## config.mk

```make
export PLATFORM = sky130hd
export DESIGN_NAME = t_edge_counter_flat
export DESIGN_NICKNAME = d
export VERILOG_FILES = /design/src/rtl/t_edge_counter_if.sv /design/src/rtl/t_edge_counter.sv /design/src/flat_wrapper.sv
export SDC_FILE = /design/constraint.sdc
export NUM_CORES = 1
export LEC_CHECK = 0
export ABC_AREA = 0
export ABC_CLOCK_PERIOD_IN_PS = 3600
export CAP_MARGIN = 0
export CORE_ASPECT_RATIO = 0.6
export CORE_MARGIN = 8
export CORE_UTILIZATION = 55
export CTS_BUF_LIST = sky130_fd_sc_hd__clkbuf_4 sky130_fd_sc_hd__clkbuf_8 sky130_fd_sc_hd__clkbuf_16
export DETAILED_ROUTE_END_ITERATION = 8
export PLACE_DENSITY = 0.83
export SYNTH_ARGS = -nofsm -noshare
export SYNTH_HDL_FRONTEND = slang
export SYNTH_SLANG_ARGS = --single-unit
```

## constraint.sdc

```tcl
create_clock -name clk -period 3.6 [get_ports clk]
set_clock_uncertainty 0.2 [all_clocks]
set_input_delay 0.54 -clock clk [delete_from_list [all_inputs] [get_ports clk]]
set_output_delay 0.54 -clock clk [all_outputs]
set_load 0.02 [all_outputs]
```

## src/rtl/t_edge_counter_if.sv

```systemverilog
// Bus bundle for t_edge_counter: toggle input, run control and status.
// The master side (the environment) drives q_in/start/clear/tc_value.
// The slave side (the counter) drives count/edge_seen/busy/done.
interface t_edge_counter_if #(
    parameter int W = 8
);
    logic         q_in;
    logic         start;
    logic         clear;
    logic [W-1:0] tc_value;
    logic [W-1:0] count;
    logic         edge_seen;
    logic         busy;
    logic         done;

    modport master (
        output q_in,
        output start,
        output clear,
        output tc_value,
        input  count,
        input  edge_seen,
        input  busy,
        input  done
    );

    modport slave (
        input  q_in,
        input  start,
        input  clear,
        input  tc_value,
        output count,
        output edge_seen,
        output busy,
        output done
    );
endinterface

```

## src/rtl/t_edge_counter.sv

```systemverilog
// t_edge_counter: counts level changes of the asynchronous q output of the
// gated T latch stage. q_in is brought into the clk domain by a 2-flop
// synchronizer followed by a history flop; any difference between the last
// two synchronized samples is a toggle. Every toggle gives a registered
// one-cycle edge_seen pulse, and a small run FSM counts toggles up to a
// terminal count captured at start, then parks in DONE until restarted.
module t_edge_counter #(
    parameter int W = 8
) (
    input  logic              clk,
    input  logic              reset,
    t_edge_counter_if.slave   bus
);

    // Run FSM encoding; 2'b11 is unused and recovers to IDLE.
    localparam logic [1:0] ST_IDLE  = 2'b00;
    localparam logic [1:0] ST_COUNT = 2'b01;
    localparam logic [1:0] ST_DONE  = 2'b10;

    // The mask must outlast the time a value held on q_in through reset
    // needs to reach s3: two edges fill s1/s2, a third lets s3 catch up,
    // so a level present at reset release never looks like a toggle.
    localparam logic [1:0] MASK_INIT = 2'd3;

    // Synchronizer + history
    logic         r_s1;
    logic         r_s2;
    logic         r_s3;
    logic [1:0]   r_mask;

    // Run state and datapath
    logic [1:0]   r_state;
    logic [W-1:0] r_count;
    logic [W-1:0] r_tc;

    // Registered outputs
    logic         r_edge_seen;
    logic         r_busy;
    logic         r_done;

    // Combinational next-state values
    logic         w_det;
    logic         w_det_q;
    logic [W:0]   w_count_inc;
    logic [1:0]   w_state_nxt;
    logic [W-1:0] w_count_nxt;
    logic [W-1:0] w_tc_nxt;

    // A toggle is a mismatch between the newest synchronized sample and the
    // one before it; it is only trusted once the post-reset mask expires.
    assign w_det   = r_s2 ^ r_s3;
    assign w_det_q = w_det & (r_mask == 2'd0);

    // One extra bit so the terminal-count compare can never alias on wrap.
    assign w_count_inc = {1'b0, r_count} + {{W{1'b0}}, 1'b1};

    // Synchronizer chain and history flop; keeps running under clear.
    always_ff @(posedge clk) begin
        // NOTE: sequential state uses non-blocking assignments so every flop
        // samples the pre-edge value of its neighbour, forming a real chain.
        if (reset) begin
            r_s1 <= 1'b0;
            r_s2 <= 1'b0;
            r_s3 <= 1'b0;
        end else begin
            r_s1 <= bus.q_in;
            r_s2 <= r_s1;
            r_s3 <= r_s2;
        end
    end

    // Post-reset mask: counts down once and then stays at zero.
    always_ff @(posedge clk) begin
        if (reset) begin
            r_mask <= MASK_INIT;
        end else if (r_mask != 2'd0) begin
            r_mask <= r_mask - 2'd1;
        end
    end

    // Toggle pulse: one cycle per detected toggle, in every FSM state.
    always_ff @(posedge clk) begin
        if (reset) begin
            r_edge_seen <= 1'b0;
        end else begin
            r_edge_seen <= w_det_q;
        end
    end

    // Next-state logic for the run FSM, count and terminal count.
    always_comb begin
        // NOTE: every output of this block gets a default first, so no path
        // leaves one unassigned and no latch is inferred.
        w_state_nxt = r_state;
        w_count_nxt = r_count;
        w_tc_nxt    = r_tc;

        if (bus.clear) begin
            // Abort: partial count discarded, terminal count retained.
            w_state_nxt = ST_IDLE;
            w_count_nxt = '0;
        end else begin
            unique case (r_state)
                ST_IDLE, ST_DONE: begin
                    // A toggle arriving with start out of DONE belongs to
                    // neither run, so det is not looked at here.
                    if (bus.start) begin
                        w_tc_nxt    = bus.tc_value;
                        w_count_nxt = '0;
                        w_state_nxt = (bus.tc_value == '0) ? ST_DONE : ST_COUNT;
                    end
                end
                ST_COUNT: begin
                    // start is deliberately ignored while a run is active.
                    if (w_det_q) begin
                        w_count_nxt = w_count_inc[W-1:0];
                        if (w_count_inc == {1'b0, r_tc}) begin
                            w_state_nxt = ST_DONE;
                        end
                    end
                end
                default: begin
                    w_state_nxt = ST_IDLE;
                end
            endcase
        end
    end

    // Run FSM registers; busy/done are decoded from the next state so they
    // change on the same edge as the state itself.
    always_ff @(posedge clk) begin
        if (reset) begin
            r_state <= ST_IDLE;
            r_count <= '0;
            r_tc    <= '0;
            r_busy  <= 1'b0;
            r_done  <= 1'b0;
        end else begin
            r_state <= w_state_nxt;
            r_count <= w_count_nxt;
            r_tc    <= w_tc_nxt;
            r_busy  <= (w_state_nxt == ST_COUNT);
            r_done  <= (w_state_nxt == ST_DONE);
        end
    end

    assign bus.count     = r_count;
    assign bus.edge_seen = r_edge_seen;
    assign bus.busy      = r_busy;
    assign bus.done      = r_done;

endmodule
```

## src/flat_wrapper.sv

```systemverilog
// flat-port wrapper written by rule: the top's interface ports become plain ports
module t_edge_counter_flat 
#(
    parameter int W = 8
)
  (clk, reset, bus_q_in, bus_start, bus_clear, bus_tc_value, bus_count, bus_edge_seen, bus_busy, bus_done);
  t_edge_counter_if #(.W(W)) bus_i ();
  input  logic clk;
  input  logic reset;
  input wire logic [$bits(bus_i.q_in)-1:0] bus_q_in;
  input wire logic [$bits(bus_i.start)-1:0] bus_start;
  input wire logic [$bits(bus_i.clear)-1:0] bus_clear;
  input wire logic [$bits(bus_i.tc_value)-1:0] bus_tc_value;
  output wire logic [$bits(bus_i.count)-1:0] bus_count;
  output wire logic [$bits(bus_i.edge_seen)-1:0] bus_edge_seen;
  output wire logic [$bits(bus_i.busy)-1:0] bus_busy;
  output wire logic [$bits(bus_i.done)-1:0] bus_done;
  assign bus_i.q_in = bus_q_in;
  assign bus_i.start = bus_start;
  assign bus_i.clear = bus_clear;
  assign bus_i.tc_value = bus_tc_value;
  assign bus_count = bus_i.count;
  assign bus_edge_seen = bus_i.edge_seen;
  assign bus_busy = bus_i.busy;
  assign bus_done = bus_i.done;
  t_edge_counter #(.W(W)) u_core (.clk(clk), .reset(reset), .bus(bus_i));
endmodule
```

# After elaboration in Yosys (flattened, before gate mapping)

Cells that the tools add are included.

Register bits: 26
Bits of input ports: 13
Output and inout bits: 11
Word-level logic and storage cells: 40

Add/subtract/negate cells: 2
Equality and inequality tests: 7
Mux-type cells: 9
Bitwise gates (word level): 3
Reductions and logical operators: 9

Operators by type and width:

| operator                                                                | number |
|---|---|
| 8-bit two-way mux                                                       | 2 |
| 8-bit one-hot mux with 2 select lines                                   | 1 |
| 2-bit two-way mux                                                       | 5 |
| 8-bit by 1-bit adder with 9-bit output, second input constant           | 1 |
| 9-bit by 8-bit == test with 1-bit output                                | 1 |
| 8-bit logical NOT                                                       | 1 |
| 3-bit AND reduction                                                     | 2 |
| 2-bit by 1-bit == test with 1-bit output, second input constant         | 2 |
| 2-bit == test, second input constant                                    | 2 |
| 2-bit logical NOT                                                       | 2 |
| 2-bit one-hot mux with 2 select lines                                   | 1 |
| 2-bit nonzero test                                                      | 2 |
| 2-bit OR reduction                                                      | 2 |
| 2-bit by 1-bit inequality test with 1-bit output, second input constant | 1 |
| 2-bit inequality test, second input constant                            | 1 |
| 2-bit by 1-bit subtractor with 2-bit output, second input constant      | 1 |
| 1-bit AND                                                               | 1 |
| 1-bit NOT                                                               | 1 |
| 1-bit bitwise XOR                                                       | 1 |

# Logic depth before layout (Yosys ltp)

Gate-level depths: netlist (run 1).

Depth in word-level cells: 7
Depth in mapped cells: 7
Depth with buffers taken out: 6

# Worst setup path after synthesis (run 1)

Ideal clock, no wire load.

Path kind: reg2reg
Start: register u_core.r_count[0] (netlist: u_core.bus.count[0])
End: register u_core.r_busy (netlist: u_core.bus.busy)
Setup time: 136 ps
Arrival time: 1,763 ps
Required time: 3,264 ps
Setup slack: 1,501 ps
Cell stages (with the launch flop): 7
Buffers on the path: 0
Clock period less this slack: 2,099 ps
Cells stage by stage: dfxtp_1 > ha_1 > and3_4 > and3_4 > xnor2_1 > nor4_4 > a31oi_1

Longest elaborated chain between the ends: 7

Ends and longest elaborated chain:

| item                                     | RTL line              | source |
|---|---|---|
| start: declaration                       | t_edge_counter.sv:33  | `logic [W-1:0] r_count;` |
| start signal: assignment                 | t_edge_counter.sv:140 | `r_count <= w_count_nxt;` |
| 8-bit by 1-bit adder with 9-bit output   | t_edge_counter.sv:55  | `assign w_count_inc = {1'b0, r_count} + {{W{1'b0}}, 1'b1};` |
| 9-bit by 8-bit == test with 1-bit output | t_edge_counter.sv:117 | `if (w_count_inc == {1'b0, r_tc}) begin` |
| 2-bit two-way mux                        | t_edge_counter.sv:117 |  |
| 2-bit two-way mux                        | t_edge_counter.sv:115 | `if (w_det_q) begin` |
| 2-bit one-hot mux with 2 select lines    | t_edge_counter.sv:103 | `unique case (r_state)` |
| 2-bit two-way mux                        | t_edge_counter.sv:98  | `if (bus.clear) begin` |
| 2-bit by 1-bit == test with 1-bit output | t_edge_counter.sv:142 | `r_busy <= (w_state_nxt == ST_COUNT);` |
| end signal: assignment                   | t_edge_counter.sv:142 |  |
| end: declaration                         | t_edge_counter.sv:38  | `logic r_busy;` |

Every way passes these cells.
A chain may end at the register's enable or synchronous reset.

# Worst setup path in the final report (run 1)

Start: input bus_tc_value[3]
End: register u_core.r_state[0]

Longest elaborated chain between the ends: 5

Ends and longest elaborated chain:

| item                                  | RTL line              | source |
|---|---|---|
| start: declaration                    | flat_wrapper.sv:13    | `input wire logic [$bits(bus_i.tc_value)-1:0] bus_tc_value;` |
| 8-bit logical NOT                     | t_edge_counter.sv:110 | `w_state_nxt = (bus.tc_value == '0) ? ST_DONE : ST_COUNT;` |
| 2-bit two-way mux                     | t_edge_counter.sv:110 |  |
| 2-bit two-way mux                     | t_edge_counter.sv:107 | `if (bus.start) begin` |
| 2-bit one-hot mux with 2 select lines | t_edge_counter.sv:103 |  |
| 2-bit two-way mux                     | t_edge_counter.sv:98  |  |
| end signal: assignment                | t_edge_counter.sv:139 | `r_state <= w_state_nxt;` |
| end: declaration                      | t_edge_counter.sv:32  | `logic [1:0] r_state;` |

Every way passes these cells.

==> impl_metrics.ini, run 1 <==
[timing]
rsz0062_at_grt = no
fin_setup_tns_ns = 0
tightest_slew_ns = 0.800
max_slew_margin = 0.466
period_needed_ns = 2.37
period_share = 0.658
slew_violations = 0
setup_viol = 0
fmax_mhz = 422
hold_viol = 0

[detailed_routing]
detail_route.vias_per_cell = 5.93
num_vias = 1175
wl_per_cell_um = 16.5
drt_iter0_markers = 91
drt-pass1-iter-count = 4
drcViolationCount = 0
antenna_left = 0
routed_wl_mm = 3.26

[critical_path]
cp_top_family = simple AND/OR/NAND/NOR gates
worstPathCellList = clkdlybuf4s50_1 > or4_1 > nor4_1 > or2_1 > a21o_1 > a31oi_1
crit_buf_inv = 1
crit_slowest_cell = or4_1
crit_fanout = 3
crit_path_start_kind = input port
cp-end-kind = register
crit_arrival_ns = 2.31
crit_required_ns = 3.54
max_stage_delay_ns = 0.52
path_class = input port to register

[floorplanning]
core_um2 = 2210
dieArea_um2 = 4280
die_h_um = 54.0
io_pins = 24
start_util = 0.597
die_w_um = 79.3
rows = 13

[layout]
area_growth_pct = 21.2
drive_gt1_frac = 0.0595
antennaDiodeCount = 0
fin_nets = 184

[yosys]
synth_ff_type = dfxtp_1
postSynthAreaPerCell_um2 = 8.93
synth_area_um2 = 1320
yosysTopAreaCellShare = 0.394
synth_seq_area_share = 0.394
syn_inst = 148
synthesis.nets = 163
yosysWarnings = 0
ys_ff_latch = 26
ys_async_sr_fraction = 0
synth_edf_count = 0
synthTopCellsByArea = dfxtp_1 (39%), mux2i_1 (6.8%), nor2_1 (6.0%), xnor2_1 (4.6%), a21oi_1 (4.2%)
synth_area_leader_cell = dfxtp_1
synth_cell_type_count = 38

[clock_network]
cts-root-buf = clkbuf_8
cts_buffer_depth = 2
htree_num_levels = 1
cts_hold_buf = 0
path_clk_slew_ns = 0.09
cts_setup_buffers = 0
cts_tree = yes
numCtsBuffers = 3
clk_latency_ns = 0.28
clock-sinks = 26
post_cts_resized = 0

[power]
p_leak_nw = 0.592
design_power_total_mw = 0.629
ir_drop_mv = 0.269
power_per_cell_area_nw_per_um2 = 393

[place]
port_buffers = 23
gp_congestion = 0.916
dp.final_hpwl_mm = 2.48

[run_status]
status = finished, final reports clean

[flow_run]
max_cap_violations = 0

[global_routing]
overflow = 0
grt_pass1_wl_mm = 5.48
grt_usage = 0.163
antenna_found_initial = 0
grt_max_degree = 16
grt_pass1_vias = 1163

[worst_hold_path]
hold_path.class = register to register
[layout by cell type, fill, tap and decap left out, drive strengths merged, types with 3 or more instances in the layout]
cell           instances
a21oi                 11
dfxtp                 26
nor2b                  4
nor3                   4
mux2i                  9
clkbuf                 3
a21o                   3
a31oi                  4
or2                    4
nand3b                 3
nor2                  22
nand2                  4
and3                   3
inv                    4
xnor2                  7
xor2                   5
or3                    3
clkdlybuf4s50         23
o21ai                  5
nand3                  4
[power breakdown]
part	internal, mW	leakage, nW	total, mW	switching (mW)
logic	0.0373	0.344	0.0767	0.0394
registers	0.300	0.212	0.307	0.00773
clock network	0.149	0.0357	0.245	0.0963
[flip-flops by register name, summed over array words and instances (netlist names)]
register and cells:
u_core.r_s1 1, u_core.bus.count 8, u_core.bus.busy 1, u_core.bus.done 1, u_core.r_s2 1, u_core.r_mask 2
u_core.r_tc 8, u_core.bus.edge_seen 1, u_core.r_state 2, u_core.r_s3 1
[cell families (layout without fill, tap and decap cells)]
group,after synthesis,count (layout),share of synthesized area
xor+xnor,12,12,0.0795
fa+ha+maj,2,2,0.0189
mux,9,9,0.0682
buf+inv,11,31,0.0559
compound gates,31,31,0.146
flops,26,26,0.394
simple gates,57,57,0.238
[layout make-up]
type	instances	area (µm²)
Multi-Input combinational cell	111	727
Tap cell	30	37.5
Clock inverter	1	30.0
Timing Repair Buffer	23	230
Fill cell	163	611
Clock buffer	3	41.3
Inverter	4	15.0
Sequential cell	26	520
[synth_stat cells, types with 4 or more instances]
| cell type | number |
|---|---|
| nand3_1 | 4 |
| dfxtp_1 | 26 |
| o21ai_1 | 4 |
| xor2_1 | 5 |
| nor2_1 | 21 |
| nor3_1 | 4 |
| a31oi_1 | 4 |
| nand2_1 | 4 |
| nor2b_1 | 4 |
| xnor2_1 | 7 |
| inv_1 | 4 |
| mux2i_1 | 9 |
| a21oi_1 | 11 |
[layer usage]
layer	track usage	share of wire	routed length, µm
met4	0.0640	0.019	62
met1	0.195	0.43	1420
met2	0.270	0.46	1510
met3	0.0548	0.083	272
met5	0	0	0
[through the flow]
step / setup slack (ns) / cell area (µm²) / utilization / std cells / hold slack (ns)
finish: 1.23 / 1600 / 0.724 / 198 / 0.254
global route: 1.12 / 1600 / 0.724 / 198 / 0.273
floorplan: 1.50 / 1320 / - / 148 / 0.214
CTS: 1.26 / 1600 / 0.724 / 198 / 0.259
global placement: 1.13 / 1530 / 0.692 / 194 / 0.224
detailed placement: 0.989 / 1530 / 0.692 / 194 / 0.240
[path summary, 6_finish.rpt]
path,endpoint,slack (ns),depth (start not counted),startpoint
worst min-delay path,u_core.r_s2,0.25,1,u_core.r_s1
worst max register to register,u_core.r_state[0],1.32,6,u_core.bus.count[0]
worst min register to register,u_core.r_s2,0.25,1,u_core.r_s1
worst max-delay path,u_core.r_state[0],1.23,6,bus_tc_value[3]
Note: power is estimated with default switching activity, not from simulation.
==> inputs of run 2 (changes only) <==
Settings changed: ABC_CLOCK_PERIOD_IN_PS 3600 to 2100, CORE_UTILIZATION 55 to 46, PLACE_DENSITY 0.83 to 0.74.
Clock period 3.6 ns to 2.1 ns, I/O delays scaled along.
==> run 2 against run 1 <==
  * Design area grew 6.1%
  * Critical path depth is the same
  * Largest cell class unchanged
  * Register-to-register slack lost 1.2 ns
  * Highest routed layer unchanged
  * Global-route usage shrank 2.3 points
==> impl_metrics.ini, run 2 (same netlist as run 1, synthesis figures left out) <==
[critical_path]
crit_fanout = 6
r2r-end = u_core.r_state[0]
crit_arrival_ns = 1.98
cp-end-kind = register
path_class = register to register
worstPathCellList = buf_4 > nand3_1 > or2_4 > xnor2_1 > nor4_4 > a31oi_1
crit_required_ns = 2.05
crit_path_start_kind = register
startpoint = u_core.bus.count[0]
worstRegToRegCells = 6
rr_startpoint = u_core.bus.count[0]
crit_slowest_cell = nor4_4
r2r_setup_slack_ns = 0.07
max_stage_delay_ns = 0.39

[worst_hold_path]
hold_path_depth = 1
whs_endpoint = u_core.r_s2
hold_path.class = register to register
hold_path.startpoint = u_core.r_s1

[flow_run]
max_cap_violations = 0

[layout]
finalNonFillerCells = 213
final_cell_mix = dfxtp_1 (24), clkdlybuf4s50_1 (23), nor2_1 (21)
fin_nets = 195
final_common_cell = dfxtp_1
antennaDiodeCount = 0
post-route-cell-area_um2 = 1700
drive_gt1_frac = 0.140
area_growth_pct = 28.6

[place]
placed_cells = 209
dpl_cell_area_um2 = 1620
dp.final_hpwl_mm = 2.60
gp_congestion = 0.827
port_buffers = 23

[global_routing]
overflow = 0
grt_pass1_wl_mm = 5.61
grt_usage = 0.140
grt_max_degree = 16
antenna_found_initial = 0
grt_pass1_vias = 1170

[power]
p_leak_nw = 0.651
power_per_cell_area_nw_per_um2 = 637
design_power_total_mw = 1.08
ir_drop_mv = 0.286

[detailed_routing]
drcViolationCount = 0
num_vias = 1186
routed_wl_mm = 3.35
detail_route.vias_per_cell = 5.57
drt_iter0_markers = 103
wl_per_cell_um = 15.7
antenna_left = 0
drt-pass1-iter-count = 4

[timing]
max_slew_margin = 0.690
tightest_slew_ns = 0.466
period_needed_ns = 2.03
slew_violations = 0
period_share = 0.964
fmax_mhz = 494
setup_viol = 0
rsz0062_at_grt = no
whs_ns = 0.257
hold_viol = 0

[clock_network]
cts-root-buf = clkbuf_8
cts_buffer_depth = 2
clk_latency_ns = 0.27
htree_num_levels = 1
clock-sinks = 26
path_clk_slew_ns = 0.09
cts_tree = yes
numCtsBuffers = 3

[floorplanning]
die_w_um = 85.2
die_h_um = 57.5
core_um2 = 2800
dieArea_um2 = 4900
rows = 15
start_util = 0.472
io_pins = 24

[run_status]
status = finished, final reports clean
-- run 2: cell count changes in the layout (fill, tap and decap cells not counted), sizes merged --
cell  previous run  this run
buf              0        11
-- run 2: power by group --
part           internal [mW]  switching [mW]
sequential             0.513          0.0131
combinational         0.0729          0.0681
clock                  0.255           0.159
-- run 2: how the worst max path moves through the flow --
stage                        end  slack, ns  cells past startpoint
4_1_cts        u_core.r_state[0]       0.06                      7
5_1_grt        u_core.r_state[0]      0.002                      6
6_report       u_core.r_state[0]       0.07                      6
2_1_floorplan    u_core.bus.busy     0.0008                      6
3_3_place_gp     u_core.bus.busy      -0.14                      6
3_5_place_dp   u_core.r_state[0]      -0.23                      6
-- run 2: stage by stage --
step	TNS, ns	worst slack (ns)	utilization
2_1_floorplan	0	0.000808	-
3_3_place_gp	-0.461	-0.141	0.579
3_5_place_dp	-0.718	-0.228	0.579
6_report	0	0.0747	0.608
4_1_cts	0	0.0563	0.604
5_1_grt	0	0.00215	0.608
-- run 2: repair_timing --
action | in CTS | in global routing
hold endpoints to repair | 0 | 0
buffers inserted | 0 | 0
setup endpoints to repair | 0 | 4
hold buffers | 0 | 0
gates resized for setup | 0 | 4
-- run 2: cell type report --
type | count | area (µm²)
clock buffers | 3 | 41.3
inverters | 4 | 15.0
flip-flops and latches | 26 | 523
multi-input cells | 111 | 734
well taps | 34 | 42.5
clock inverters | 1 | 30.0
fillers | 238 | 1100
repair buffers | 34 | 313
-- run 2: metal layers --
metal	global-route usage	part of all wire
met5	0	0
met1	0.176	0.46
met4	0.0276	0.0072
met2	0.228	0.45
met3	0.0472	0.076
-- run 2: critical path, delay by kind of cell, from the launching register on --
family | cells | cell delay (ns)
and+or+nand+nor | 3 | 0.91
AOI/OAI and AO/OA | 1 | 0.13
DFF | 1 | 0.35
xor gates and xnor gates | 1 | 0.16
buffers and inverters | 1 | 0.15
==> inputs of run 3 (changes only) <==
Settings changed: CORE_MARGIN 8 to 5.
==> run 3 against run 2 <==
  * Sequential share of layout area is 0.080 points higher
  * Setup slack worse by 0.023 ns
  * Die area is 17% lower
  * First-iteration DRC count is 5.8% lower
  * Hold slack worse by 0.022 ns
  * Register-to-register slack better by 0.08 ns
  * Largest power group unchanged
  * Routed wire length is 9.3% lower
  * Total power is 7.6% lower
==> impl_metrics.ini, run 3 (same netlist as run 1, synthesis figures left out) <==
[power]
power_per_cell_area_nw_per_um2 = 593
ir_drop_mv = 0.338
power_frac_clock = 0.334
design_power_total_mw = 1.00
p_leak_nw = 0.645
power_switching_mw = 0.243
seq_power_share = 0.526
p_int_mw = 0.757
pwr-share-comb = 0.140
sw_frac_of_total = 0.243

[timing]
slew_violations = 0
setup_slack_ns = 0.0513
period_needed_ns = 2.05
tightest_slew_ns = 0.398
max_slew_margin = 0.734
hold_viol = 0
fmax_mhz = 488
rsz0062_at_grt = no
period_share = 0.976
setup_viol = 0

[run_status]
status = finished, final reports clean

[floorplanning]
rows = 15
core_um2 = 2820
start_util = 0.469
die_w_um = 79.2
dieArea_um2 = 4080
die_h_um = 51.5
io_pins = 24

[detailed_routing]
routed_wl_mm = 3.04
antenna_left = 0
num_vias = 1176
drcViolationCount = 0
wl_per_cell_um = 14.2
drt-pass1-iter-count = 4
drt_iter0_markers = 97
detail_route.vias_per_cell = 5.50

[worst_hold_path]
hold_path.class = register to register

[layout]
regArea_um2 = 520
post-route-cell-area_um2 = 1690
final_cell_mix = dfxtp_1 (26), clkdlybuf4s50_1 (23), nor2_1 (21)
multi_input_comb_area_um2 = 733
area_growth_pct = 27.7
antennaDiodeCount = 0
n_fill_cell = 242
final_common_cell = dfxtp_1
drive_gt1_frac = 0.128
fin_nets = 196

[clock_network]
path_clk_slew_ns = 0.09
numCtsBuffers = 3
cts_buffer_depth = 2
cts_tree = yes
cts-root-buf = clkbuf_8
clock-sinks = 26
clk_latency_ns = 0.28
htree_num_levels = 1

[critical_path]
crit_fanout = 10
crit_required_ns = 1.58
crit_buf_inv = 1
crit_arrival_ns = 1.53
crit_path_start_kind = register
cp-end-kind = primary output
crit_slowest_cell = clkdlybuf4s50_1
cp_top_family = buffers and inverters
worstPathCellList = clkdlybuf4s50_1
max_stage_delay_ns = 0.68
path_class = register to primary output

[place]
dp.final_hpwl_mm = 2.42
dpl_cell_area_um2 = 1630
gp_congestion = 0.896
pre_cts_slack_ns = -0.260
port_buffers = 23

[global_routing]
grt_pass1_wl_mm = 5.24
antenna_found_initial = 0
grt_pass1_vias = 1135
overflow = 0
grt_usage = 0.166
grt_max_degree = 15

[flow_run]
max_cap_violations = 0
[run 3: cell types whose count changed in the layout (fill, tap and decap cells not counted)]
cell	previous run	this run
nor4_1	1	0
nor3_1	3	4
buf_4	11	12
dfxtp_1	24	26
clkbuf_8	3	4
nor4_2	0	1
or2_1	1	2
bufinv_16	1	0
or2_4	1	0
dfxtp_2	2	0
nor3_2	1	0
[run 3: power groups by stage]
stage	Sequential, mW	Clock, mW	Combinational (mW)
6_report	0.526	0.334	0.140
2_1_floorplan	0.535	0	0.0851
4_1_cts	0.526	0.337	0.140
5_1_grt	0.528	0.353	0.158
3_5_place_dp	0.538	0	0.140
3_3_place_gp	0.537	0	0.135
[run 3: per-stage QoR]
stage | hold slack, ns | TNS [ns] | std cells | utilization
floorplan | 0.187 | 0 | 148 | -
finish | 0.235 | 0 | 214 | 0.599
CTS | 0.239 | 0 | 214 | 0.597
detailed placement | 0.222 | -0.975 | 210 | 0.577
global placement | 0.222 | -0.470 | 210 | 0.577
global route | 0.251 | 0 | 214 | 0.599
[run 3: worst reg2reg max path, cell delays in order, from the launching register on]
cell and delay [ns]:
dfxtp_1 0.40, ha_1 0.21, and3_4 0.20, and3_4 0.20, xnor2_1 0.13, nor4_4 0.37
a31oi_1 0.14
[run 3: layout make-up]
class,instances,area share
multi-input combinational,111,0.435
tap,34,0.0252
inverter,4,0.00890
sequential,26,0.309
clock buffer,4,0.0326
timing repair buffer,35,0.190
[run 3: final timing paths]
kind | slack, ns | endpoint | cells after the start | startpoint
max | 0.05 | bus_count[4] | 1 | u_core.bus.count[4]
min | 0.23 | u_core.r_s2 | 1 | u_core.r_s1
max reg2reg | 0.15 | u_core.bus.busy | 6 | u_core.bus.count[1]
min reg2reg | 0.23 | u_core.r_s2 | 1 | u_core.r_s1
[run 3: layer usage]
layer / up-vias / part of all wire / global-route usage
li1: 581 / - / -
met1: 539 / 0.46 / 0.211
met2: 50 / 0.45 / 0.279
met3: 6 / 0.080 / 0.0502
met4: 0 / 0.0079 / 0.0400
met5: - / 0 / 0
[run 3: timing repair]
action	CTS	global route
resized for setup	0	1
hold buffers	0	0
setup endpoints to repair	0	4
setup buffers	0	0
